$ cat src/rtl/mul8x8_pkg.sv
// -----------------------------------------------------------------------------
// mul8x8_pkg
// Shared definitions for the unsigned 8x8 approximate multiplier datapath.
// Each partial-product row arrives from the half-adder/OR front end as a
// t vector (sum bits, bit i weight 2^i) and a b vector (carry bits, bit i
// weight 2^(i+B_SHIFT)). Row k carries weight 4^k (ROW_SHIFT bits per row).
// -----------------------------------------------------------------------------
package mul8x8_pkg;

    localparam int ROW_T_W   = 9;
    localparam int ROW_B_W   = 7;
    localparam int NUM_ROWS  = 4;
    localparam int PROD_W    = 16;
    localparam int B_SHIFT   = 2;
    localparam int ROW_SHIFT = 2;

    typedef struct packed {
        logic [ROW_T_W-1:0] t;
        logic [ROW_B_W-1:0] b;
    } row_t;

endpackage

$ cat src/rtl/ha_row_value.sv
// -----------------------------------------------------------------------------
// ha_row_value
// Combinational reconstruction of one partial-product row: value = t + (b << 2).
// Ports:
//   row   - t/b pair of one half-adder array row
//   value - reconstructed row value, zero-extended to ROW_W bits
// -----------------------------------------------------------------------------
module ha_row_value
    import mul8x8_pkg::*;
#(
    parameter int ROW_W = 10
) (
    input  row_t             row,
    output logic [ROW_W-1:0] value
);

    assign value = ROW_W'(row.t) + (ROW_W'(row.b) << B_SHIFT);

endmodule

$ cat src/rtl/ha_array_reducer.sv
// -----------------------------------------------------------------------------
// ha_array_reducer
// Two-stage pipelined final summation for the 8x8 approximate multiplier.
// Stage 1 merges rows pairwise, stage 2 forms the product. Valid/ready on both
// sides with full-throughput back-pressure; latency 2 cycles.
// Ports:
//   clk, rst              - clock, asynchronous active-high reset
//   in_valid / in_ready   - input handshake (in_ready depends on out_ready only)
//   ha_array_k_t/_b       - row k sum bits (9) and carry bits (7), k = 0..3
//   out_valid / out_ready - output handshake
//   prod                  - product modulo 2^PROD_W
//   prod_ovf              - true sum reached 2^PROD_W (illegal row patterns)
// -----------------------------------------------------------------------------
module ha_array_reducer
    import mul8x8_pkg::row_t;
    import mul8x8_pkg::NUM_ROWS;
    import mul8x8_pkg::ROW_SHIFT;
#(
    parameter int PROD_W = mul8x8_pkg::PROD_W,
    parameter int ROW_W  = 10
) (
    input  logic              clk,
    input  logic              rst,
    input  logic              in_valid,
    output logic              in_ready,
    input  logic [8:0]        ha_array_0_t,
    input  logic [6:0]        ha_array_0_b,
    input  logic [8:0]        ha_array_1_t,
    input  logic [6:0]        ha_array_1_b,
    input  logic [8:0]        ha_array_2_t,
    input  logic [6:0]        ha_array_2_b,
    input  logic [8:0]        ha_array_3_t,
    input  logic [6:0]        ha_array_3_b,
    output logic              out_valid,
    input  logic              out_ready,
    output logic [PROD_W-1:0] prod,
    output logic              prod_ovf
);

    // Pair sums need 13 bits: the all-ones pattern gives 1019 + 4*1019 = 5095,
    // which would wrap in 12 bits and hide the overflow indication.
    localparam int PAIR_W = ROW_W + ROW_SHIFT + 1;
    localparam int SUM_W  = PROD_W + 1;

    row_t             rows     [NUM_ROWS];
    logic [ROW_W-1:0] row_vals [NUM_ROWS];

    assign rows[0] = '{t: ha_array_0_t, b: ha_array_0_b};
    assign rows[1] = '{t: ha_array_1_t, b: ha_array_1_b};
    assign rows[2] = '{t: ha_array_2_t, b: ha_array_2_b};
    assign rows[3] = '{t: ha_array_3_t, b: ha_array_3_b};

    for (genvar k = 0; k < NUM_ROWS; k++) begin : g_row
        ha_row_value #(.ROW_W(ROW_W)) u_row (
            .row   (rows[k]),
            .value (row_vals[k])
        );
    end

    logic              s1_valid;
    logic              s2_valid;
    logic [PAIR_W-1:0] pa;
    logic [PAIR_W-1:0] pb;
    logic [SUM_W-1:0]  sum;
    logic              s1_adv;
    logic              s2_adv;

    // A stage advances when it is empty or the stage downstream advances.
    assign s2_adv    = !s2_valid || out_ready;
    assign s1_adv    = !s1_valid || s2_adv;
    assign in_ready  = s1_adv;
    assign out_valid = s2_valid;

    assign sum = SUM_W'(pa) + (SUM_W'(pb) << (2 * ROW_SHIFT));

    // NOTE: every clocked block uses non-blocking assignments so all registers
    // sample pre-edge values and stage order in the source does not matter.
    always_ff @(posedge clk or posedge rst) begin
        if (rst) begin
            s1_valid <= 1'b0;
            s2_valid <= 1'b0;
            prod     <= '0;
            prod_ovf <= 1'b0;
        end else begin
            if (s1_adv) begin
                s1_valid <= in_valid;
            end
            if (s2_adv) begin
                s2_valid <= s1_valid;
                // Only load on real data so prod holds its last value through bubbles.
                if (s1_valid) begin
                    prod     <= sum[PROD_W-1:0];
                    prod_ovf <= sum[PROD_W];
                end
            end
        end
    end

    // NOTE: pair-sum registers carry no reset; their content is qualified by
    // s1_valid, so reset would only add fan-out on rst.
    always_ff @(posedge clk) begin
        if (s1_adv && in_valid) begin
            pa <= PAIR_W'(row_vals[0]) + (PAIR_W'(row_vals[1]) << ROW_SHIFT);
            pb <= PAIR_W'(row_vals[2]) + (PAIR_W'(row_vals[3]) << ROW_SHIFT);
        end
    end

endmodule

$ cat config.mk
export PLATFORM = sky130hd
export DESIGN_NAME = ha_array_reducer
export DESIGN_NICKNAME = d
export VERILOG_FILES = /design/src/rtl/mul8x8_pkg.sv /design/src/rtl/ha_row_value.sv /design/src/rtl/ha_array_reducer.sv
export SDC_FILE = /design/constraint.sdc
export NUM_CORES = 1
export LEC_CHECK = 0
export CORE_ASPECT_RATIO = 1.25
export CORE_MARGIN = 5
export CORE_UTILIZATION = 50
export DETAILED_ROUTE_END_ITERATION = 12
export MAX_ROUTING_LAYER = met4
export PLACE_DENSITY = 0.81
export RECOVER_POWER = 25
export SYNTH_ARGS = -nofsm -noshare
export SYNTH_HDL_FRONTEND = slang
export SYNTH_SLANG_ARGS = --single-unit
$ cat constraint.sdc
create_clock -name clk -period 2.35 [get_ports clk]
set_input_delay 0.3525 -clock clk [delete_from_list [all_inputs] [get_ports clk]]
set_output_delay 0.3525 -clock clk [all_outputs]
set_load 0.02 [all_outputs]
* Word level (Yosys, flattened, before mapping) *
Index checks and enable logic that the tools add are counted.

storage, ports and cells
  register bits = 45
  input bits = 68
  output and inout port bits = 19
  word-level logic and storage cells = 19

operators by class
  add/subtract/negate cells = 7
  reductions and logical operators = 6

operators with widths
  operator                                   number
  9-bit by 9-bit adder with 10-bit output    4
  10-bit by 12-bit adder with 13-bit output  2
  13-bit by 17-bit adder with 17-bit output  1
  1-bit zero test                            2
  1-bit logical OR                           2
  2-bit AND reduction                        1
  1-bit logical AND                          1

* Longest topological paths before layout *
Gate-level depths: netlist of the first run.

  depth in word-level cells = 4
  depth in mapped cells = 12
  depth with buffers taken out = 12

* Cells and area by module *
A second synthesis of the first run with hierarchy kept.

second synthesis, totals
  cell total of the unflattened synthesis = 417
  area total of the unflattened synthesis = 3886.2 um2

by module, submodules not included
  module            instances  cells each  area an instance (um2)  sequential area each (um2)
  ha_array_reducer  1          261         2680.1                  1256.2
  ha_row_value      4          39          301.5                   0.0

* Worst setup path before layout of the first run *
Ideal clock, no wire load.

  path type = input port to flip-flop
  start point = in ha_array_3_t[2]
  end point = reg pb[10] (data pin)
  library setup time = 0.263 ns
  arrival = 2.889 ns
  required time = 2.087 ns
  path slack = -0.802 ns
  stages = 10
  buffers on the path = 0
  cell sequence = ha_1 -> fa_1 -> a21o_1 -> a21oi_1 -> xnor2_1 -> fa_1 -> ha_1 -> or4_1 -> a31oi_1 -> xnor2_1

on the way
  cells in the longest elaborated chain, start to end = 2

RTL lines
  element                                    RTL line                 RTL
  start, declared                            ha_array_reducer.sv:32   input logic [8:0] ha_array_3_t,
  9-bit by 9-bit adder with 10-bit output    ha_row_value.sv:17       assign value = ROW_W'(row.t) + (ROW_W'(row.b) << B_SHIFT);
  10-bit by 12-bit adder with 13-bit output  ha_array_reducer.sv:104  pb <= PAIR_W'(row_vals[2]) + (PAIR_W'(row_vals[3]) << ROW_SHIFT);
  end signal, assigned                       ha_array_reducer.sv:104
  end, declared                              ha_array_reducer.sv:63   logic [PAIR_W-1:0] pb;

No other way between the ends.
A chain may end at the register's enable or synchronous reset.

* Worst setup path after layout of the first run *
  start point = in ha_array_3_b[0]
  end point = reg pb[10] (data pin)

on the way
  cells in the longest elaborated chain, start to end = 2

RTL lines
  element                                    RTL line                 RTL
  start, declared                            ha_array_reducer.sv:33   input logic [6:0] ha_array_3_b,
  9-bit by 9-bit adder with 10-bit output    ha_row_value.sv:17
  10-bit by 12-bit adder with 13-bit output  ha_array_reducer.sv:104

No other way between the ends.

==> results of run 1 <==
## sequential cells by signal, indices dropped and copies added, names as in the netlist
signal     count
out_valid      1
prod          16
prod_ovf       1
s1_valid       1
pb            13
pa            13
## layout make-up
type / instances / area, um2 / area share [%]
timing repair buffer: 136 / 1260 / 24.0
tap: 87 / 109 / 2.07
inverter: 28 / 105 / 2.00
clock buffer: 5 / 68.8 / 1.31
multi-input combinational: 245 / 2430 / 46.3
sequential: 45 / 1260 / 23.9
clock inverter: 3 / 20.0 / 0.381
## critical path: stages
cell and delay, ns:
buf_6 0.10, ha_4 0.15, fa_2 0.35, a21o_1 0.20
a21oi_2 0.17, xnor2_2 0.13, fa_1 0.48, ha_4 0.20
or4_4 0.49, a31oi_4 0.16, xnor2_1 0.08
## cell families after synthesis
| kind of cell | after synthesis | share of synthesized area [%] |
|---|---|---|
| simple gates | 79 | 11.5 |
| flops | 45 | 37.1 |
| fa+ha+maj | 56 | 24.9 |
| buf+inv | 34 | 3.77 |
| mux | 1 | 0.296 |
| compound gates | 81 | 15.2 |
| xor+xnor | 28 | 7.24 |
## through the flow
step	hold WS (ns)	instance area, um2	instances	utilization, %
after CTS	0.455	5160	549	78.7
final	0.449	5250	549	79.9
after global placement	0.423	4780	530	72.8
after detailed placement	0.436	4780	530	72.8
after global routing	0.485	5250	549	79.9
after floorplan	0.304	3540	324	-
## layer usage
metal | vias to the layer above | wire [um] | part of all wire (%)
met3 | 19 | 346 | 4.4
met5 | - | 0 | 0
met1 | 1338 | 2800 | 36
met4 | 0 | 233 | 3.0
met2 | 72 | 4410 | 57
li1 | 1410 | - | -
## power by group
part	internal, mW	total (mW)	switching (mW)
clock	0.210	0.477	0.267
sequential	1.12	1.22	0.101
combinational	1.42	2.68	1.26
## final timing paths
check	startpoint	end	slack [ns]	cells after the start
max in group asynchronous	rst	prod[13]$_DFFE_PP0P_	1.33	2
max reg2reg	pa[4]$_DFFE_PP_	prod[12]$_DFFE_PP0P_	0.28	9
min in group asynchronous	rst	prod[2]$_DFFE_PP0P_	0.58	2
max	ha_array_3_b[0]	pb[10]$_DFFE_PP_	-0.45	11
min reg2reg	pa[2]$_DFFE_PP_	prod[2]$_DFFE_PP0P_	0.45	2
min	pa[2]$_DFFE_PP_	prod[2]$_DFFE_PP0P_	0.45	2
## what timing repair did
item                                    CTS  global route
hold endpoints to repair                  0             0
pin swaps                                50            32
buffers inserted                         13             8
resized for setup                        94            23
endpoints found under the setup margin   16            13
## placed cells by master (no fill, tap or decap), types with 10 or more instances in the layout
cell type,count
clkdlybuf4s50_1,63
buf_4,42
nand2_1,33
edfxtp_1,26
inv_1,24
ha_1,22
dfrtp_1,19
ha_4,14
o21ai_0,13
fa_1,13
xnor2_1,11
a21oi_1,11
buf_6,11
xor2_1,10
==> impl_metrics.yaml, run 1 <==
global_routing:
  antenna_found_initial: 0
  grt_usage_pct: 19.6
  met3_usage_pct: 3.55
  met1_usage_pct: 19.0
  grtUsageMet2_pct: 38.5
  grt_start_max_net_pins: 29
  grt_pass1_vias: 3088
  globalRouteOverflowTotal: 0
  top_usage_layer: "met2"
  grt_pass1_wl_um: 13100
pwr:
  p_total_mw: 4.38
  irDropWorstVdd_uv: 503
  p_leak_nw: 2.22
  powerDensity_mw_per_mm2: 835
status:
  violations: "setup timing"
  status: "complete, but fails checks"
synth:
  synth_cell_types: 41
  synth_commonest_cells: "ha_1 (37), nand2_1 (33), inv_1 (28), edfxtp_1 (26)"
  async_flop_share_pct: 42.2
  synth.most_common_cell: "ha_1"
  ys_top_cells_by_area: "edfxtp_1 (23%), dfrtp_1 (14%), ha_1 (14%), fa_1 (11%), xnor2_1 (4.7%)"
  synth_edf_count: 26
  synth_top_area_share_pct: 23.1
  syn_nets: 448
  ys_warn_count: 0
  seq_area_frac_synth_pct: 37.1
  synth_cells: 324
  netlist_area_mm2: 0.00339
  ys.flop_type: "edfxtp_1"
  syn_avg_cell_area_um2: 10.4
  synth-seq-cells: 45
  yosys.area.top_type: "edfxtp_1"
timing:
  finalHoldViolations: 0
  skew_ns: 0.00906
  finalCritPeriodShare_pct: 119
  period_needed_ns: 2.80
  max_freq_mhz: 357
  grt_setup_unrepaired: "true"
  worst_pin_slew_ns: 0.674
  worst_slack_ns: -0.454
  fin_tns_setup_ns: -3.38
  slew_violations: 0
  relSlewSlack_pct: 55.0
  setup-violations-final: 13
die:
  start_util_pct: 51.6
  die_y_um: 102
  io_pins: 87
  die-area_mm2: 0.00853
  die_w_um: 83.6
  core_area_mm2: 0.00657
  fp-row-count: 33
placement:
  place_worst_setup_slack_ns: -1.20
  numPortBuffers: 86
  place.gp.congestion: 0.822
  hpwl_um: 5880
cells_and_area:
  diodes: 0
  syn2layout_area_growth_pct: 55.0
  final.fill_count: 383
  drive_gt1_share_pct: 28.8
  final_nets: 585
clock_network:
  cts.htree.levels: 2
  path_clk_slew_ns: 0.09
  cts_tree: "done"
  cts_buffers: 5
  cts.hold.buffers_added: 0
  clk_path_buf_depth: 2
  clkLatencyLatePin_ns: 0.31
  cts.sink_count: 45
  ctsRootBufferMaster: "clkbuf_8"
route:
  drc_errors: 0
  ant_nets: 0
  dr.pass1.iters: 4
  finalWirelength_um: 7790
  route.vias.total: 2839
  wl_per_cell_um: 14.2
  drtIter0Drc: 54
  vias_per_cell: 5.17
worst_setup_path:
  critPathCaptureType: "flop"
  crit_type: "in -> reg"
  required_ns: 2.41
  critical_path_peak_fanout: 2
  cp.arrival_ns: 2.86
  startpoint_type: "input port"
min_path:
  hp-class: "reg -> reg"
run:
  maxCapViolCount: 0
Note: power is estimated with default switching activity, not from simulation.
==> run 2: changes to the inputs <==
CORE_MARGIN = 3   (was 5)
REMOVE_ABC_BUFFERS = 1   (was unset)
clock period = 3.1 ns   (was 2.35 ns; I/O delays follow)
==> run 2 against run 1 <==
  * The flow now finishes without violations
  * Sequential power down 24%
  * Count of clock-buffer cells in the layout is 3 higher
  * Highest routed layer unchanged
  * Sequential share of layout area is 1.5 points higher
  * Final area fell by 5.9%
  * Global-route usage grew 0.23 points
  * Hold slack got worse by 0.0070 ns
  * Sequential cell count stayed put
  * Critical path depth fell by 1
  * First-iteration DRC count rose by 19%
  * Via count shrank 2.6%
  * Utilization shrank 2.4 points
  * Cell count fell by 1.6%
==> impl_metrics.yaml, run 2 (synthesized netlist as in run 1, its figures left out) <==
route:
  finalWirelength_um: 6990
  dr.pass1.iters: 4
  drc_errors: 0
  wl_per_cell_um: 13.0
  ant_nets: 0
  route.vias.total: 2765
  drtIter0Drc: 64
  vias_per_cell: 5.12
clock_network:
  path_clk_slew_ns: 0.07
  cts.sink_count: 45
  cts.hold.buffers_added: 0
  cts_buffers: 5
  ctsRootBufferMaster: "clkbuf_8"
  clkLatencyLatePin_ns: 0.29
  clk_path_buf_depth: 2
  cts_tree: "done"
  cts.htree.levels: 2
timing:
  finalHoldViolations: 0
  max_freq_mhz: 332
  setup-violations-final: 0
  finalCritPeriodShare_pct: 97.2
  worst_pin_slew_ns: 1.10
  skew_ns: 0.00681
  relSlewSlack_pct: 26.5
  period_needed_ns: 3.01
  slew_violations: 0
pwr:
  p_total_mw: 3.03
  powerDensity_mw_per_mm2: 614
  irDropWorstVdd_uv: 328
  p_leak_nw: 2.12
global_routing:
  globalRouteOverflowTotal: 0
  grt_start_max_net_pins: 30
  grt_usage_pct: 19.9
  antenna_found_initial: 0
  grt_pass1_wl_um: 12400
  grt_pass1_vias: 2974
placement:
  hpwl_um: 5480
  place.gp.congestion: 0.799
  numPortBuffers: 86
  dpl.cell_count: 523
cells_and_area:
  seqCellArea_mm2: 0.00126
  syn2layout_area_growth_pct: 45.8
  stdcell_count: 540
  diodes: 0
  multi_input_area_mm2: 0.00222
  final.fill_count: 444
  top_regs: "prod: 16 flops, pa: 13 flops, pb: 13 flops"
  top_register: "prod"
  final_cell_mix: "clkdlybuf4s50_1 (69), buf_4 (42), nand2_1 (33), ha_1 (26), edfxtp_1 (26)"
  final_nets: 578
  final_common_cell: "clkdlybuf4s50_1"
  largest_register_ffs: 16
  drive_gt1_share_pct: 19.3
worst_setup_path:
  critPathSlowestCell: "or4_4"
  required_ns: 3.13
  crit_type: "in -> reg"
  critical_path_peak_fanout: 2
  crit_family: "adder cells"
  startpoint_type: "input port"
  critPathCaptureType: "flop"
  critPathMaxStageDelay_ns: 0.49
  worst-path-buf-inv: 1
  cp.arrival_ns: 3.05
  path_cells: "dlygate4sd2_1 > fa_2 > a21o_1 > a21oi_2 > xnor2_2 > fa_1 > ha_2 > or4_4 > a31oi_4 > xnor2_1"
die:
  die_y_um: 98
  die-area_mm2: 0.00780
  core_area_mm2: 0.00637
  io_pins: 87
  fp-row-count: 32
  die_w_um: 79.6
  start_util_pct: 53.2
run:
  maxCapViolCount: 0
min_path:
  hp-class: "reg -> reg"
status:
  status: "complete, no violations"
==> run 2: worst register-to-register path: cells and delay by family, from the launching register on <==
kind | cells | cell delay [ns]
and+or+nand+nor | 4 | 0.81
adders and majority gates | 2 | 0.60
DFF | 1 | 0.34
AOI/OAI and AO/OA | 2 | 0.19
buffers and inverters | 1 | 0.07
==> run 2: final cells by class <==
class / count / share of cell area, %
clock buffers: 8 / 1.62
flip-flops and latches: 45 / 25.4
repair buffers: 129 / 23.6
inverters: 28 / 2.13
well taps: 85 / 2.15
multi-input cells: 245 / 45.0
==> run 2: final timing paths <==
check | from | to | slack, ns | cells after the start
min reg2reg | pa[0]$_DFFE_PP_ | prod[0]$_DFFE_PP0P_ | 0.44 | 2
min | pa[0]$_DFFE_PP_ | prod[0]$_DFFE_PP0P_ | 0.44 | 2
max reg2reg | pa[4]$_DFFE_PP_ | prod[12]$_DFFE_PP0P_ | 1.04 | 9
max in group asynchronous | rst | prod[1]$_DFFE_PP0P_ | 1.93 | 2
max | ha_array_3_b[1] | pb[10]$_DFFE_PP_ | 0.09 | 10
min in group asynchronous | rst | prod[12]$_DFFE_PP0P_ | 0.72 | 2
==> run 2: power breakdown <==
group	internal, mW	switching (mW)	leakage (nW)
logic	0.933	0.845	1.60
clock network	0.160	0.169	0.0395
registers	0.849	0.0758	0.480
total	1.94	1.09	2.12
==> run 2: per-stage QoR <==
| step | cell area (um2) | TNS (ns) | worst slack, ns | hold slack [ns] | utilization (%) |
|---|---|---|---|---|---|
| 2_1_floorplan | 3360 | -0.318 | -0.164 | 0.415 | - |
| 3_3_place_gp | 4590 | -4.72 | -0.610 | 0.421 | 72.0 |
| 3_5_place_dp | 4590 | -5.61 | -0.757 | 0.431 | 72.0 |
| 4_1_cts | 4860 | 0 | 0.00388 | 0.442 | 76.3 |
| 5_1_grt | 4940 | -0.0171 | -0.0143 | 0.484 | 77.5 |
| 6_report | 4940 | 0 | 0.0866 | 0.442 | 77.5 |
==> run 2: repair_timing <==
item | in CTS | in global routing
gates resized for setup | 43 | 16
pin swaps | 29 | 33
setup buffers | 6 | 3
setup endpoints to repair | 7 | 9
==> run 2: per-layer routing <==
| layer | track usage, % | routed length (um) | up-vias |
|---|---|---|---|
| met1 | 21.7 | 2770 | 1283 |
| met3 | 2.12 | 235 | 14 |
| met2 | 36.7 | 3840 | 65 |
| li1 | - | - | 1403 |
| met4 | 6.48 | 146 | 0 |
| met5 | - | 0 | - |
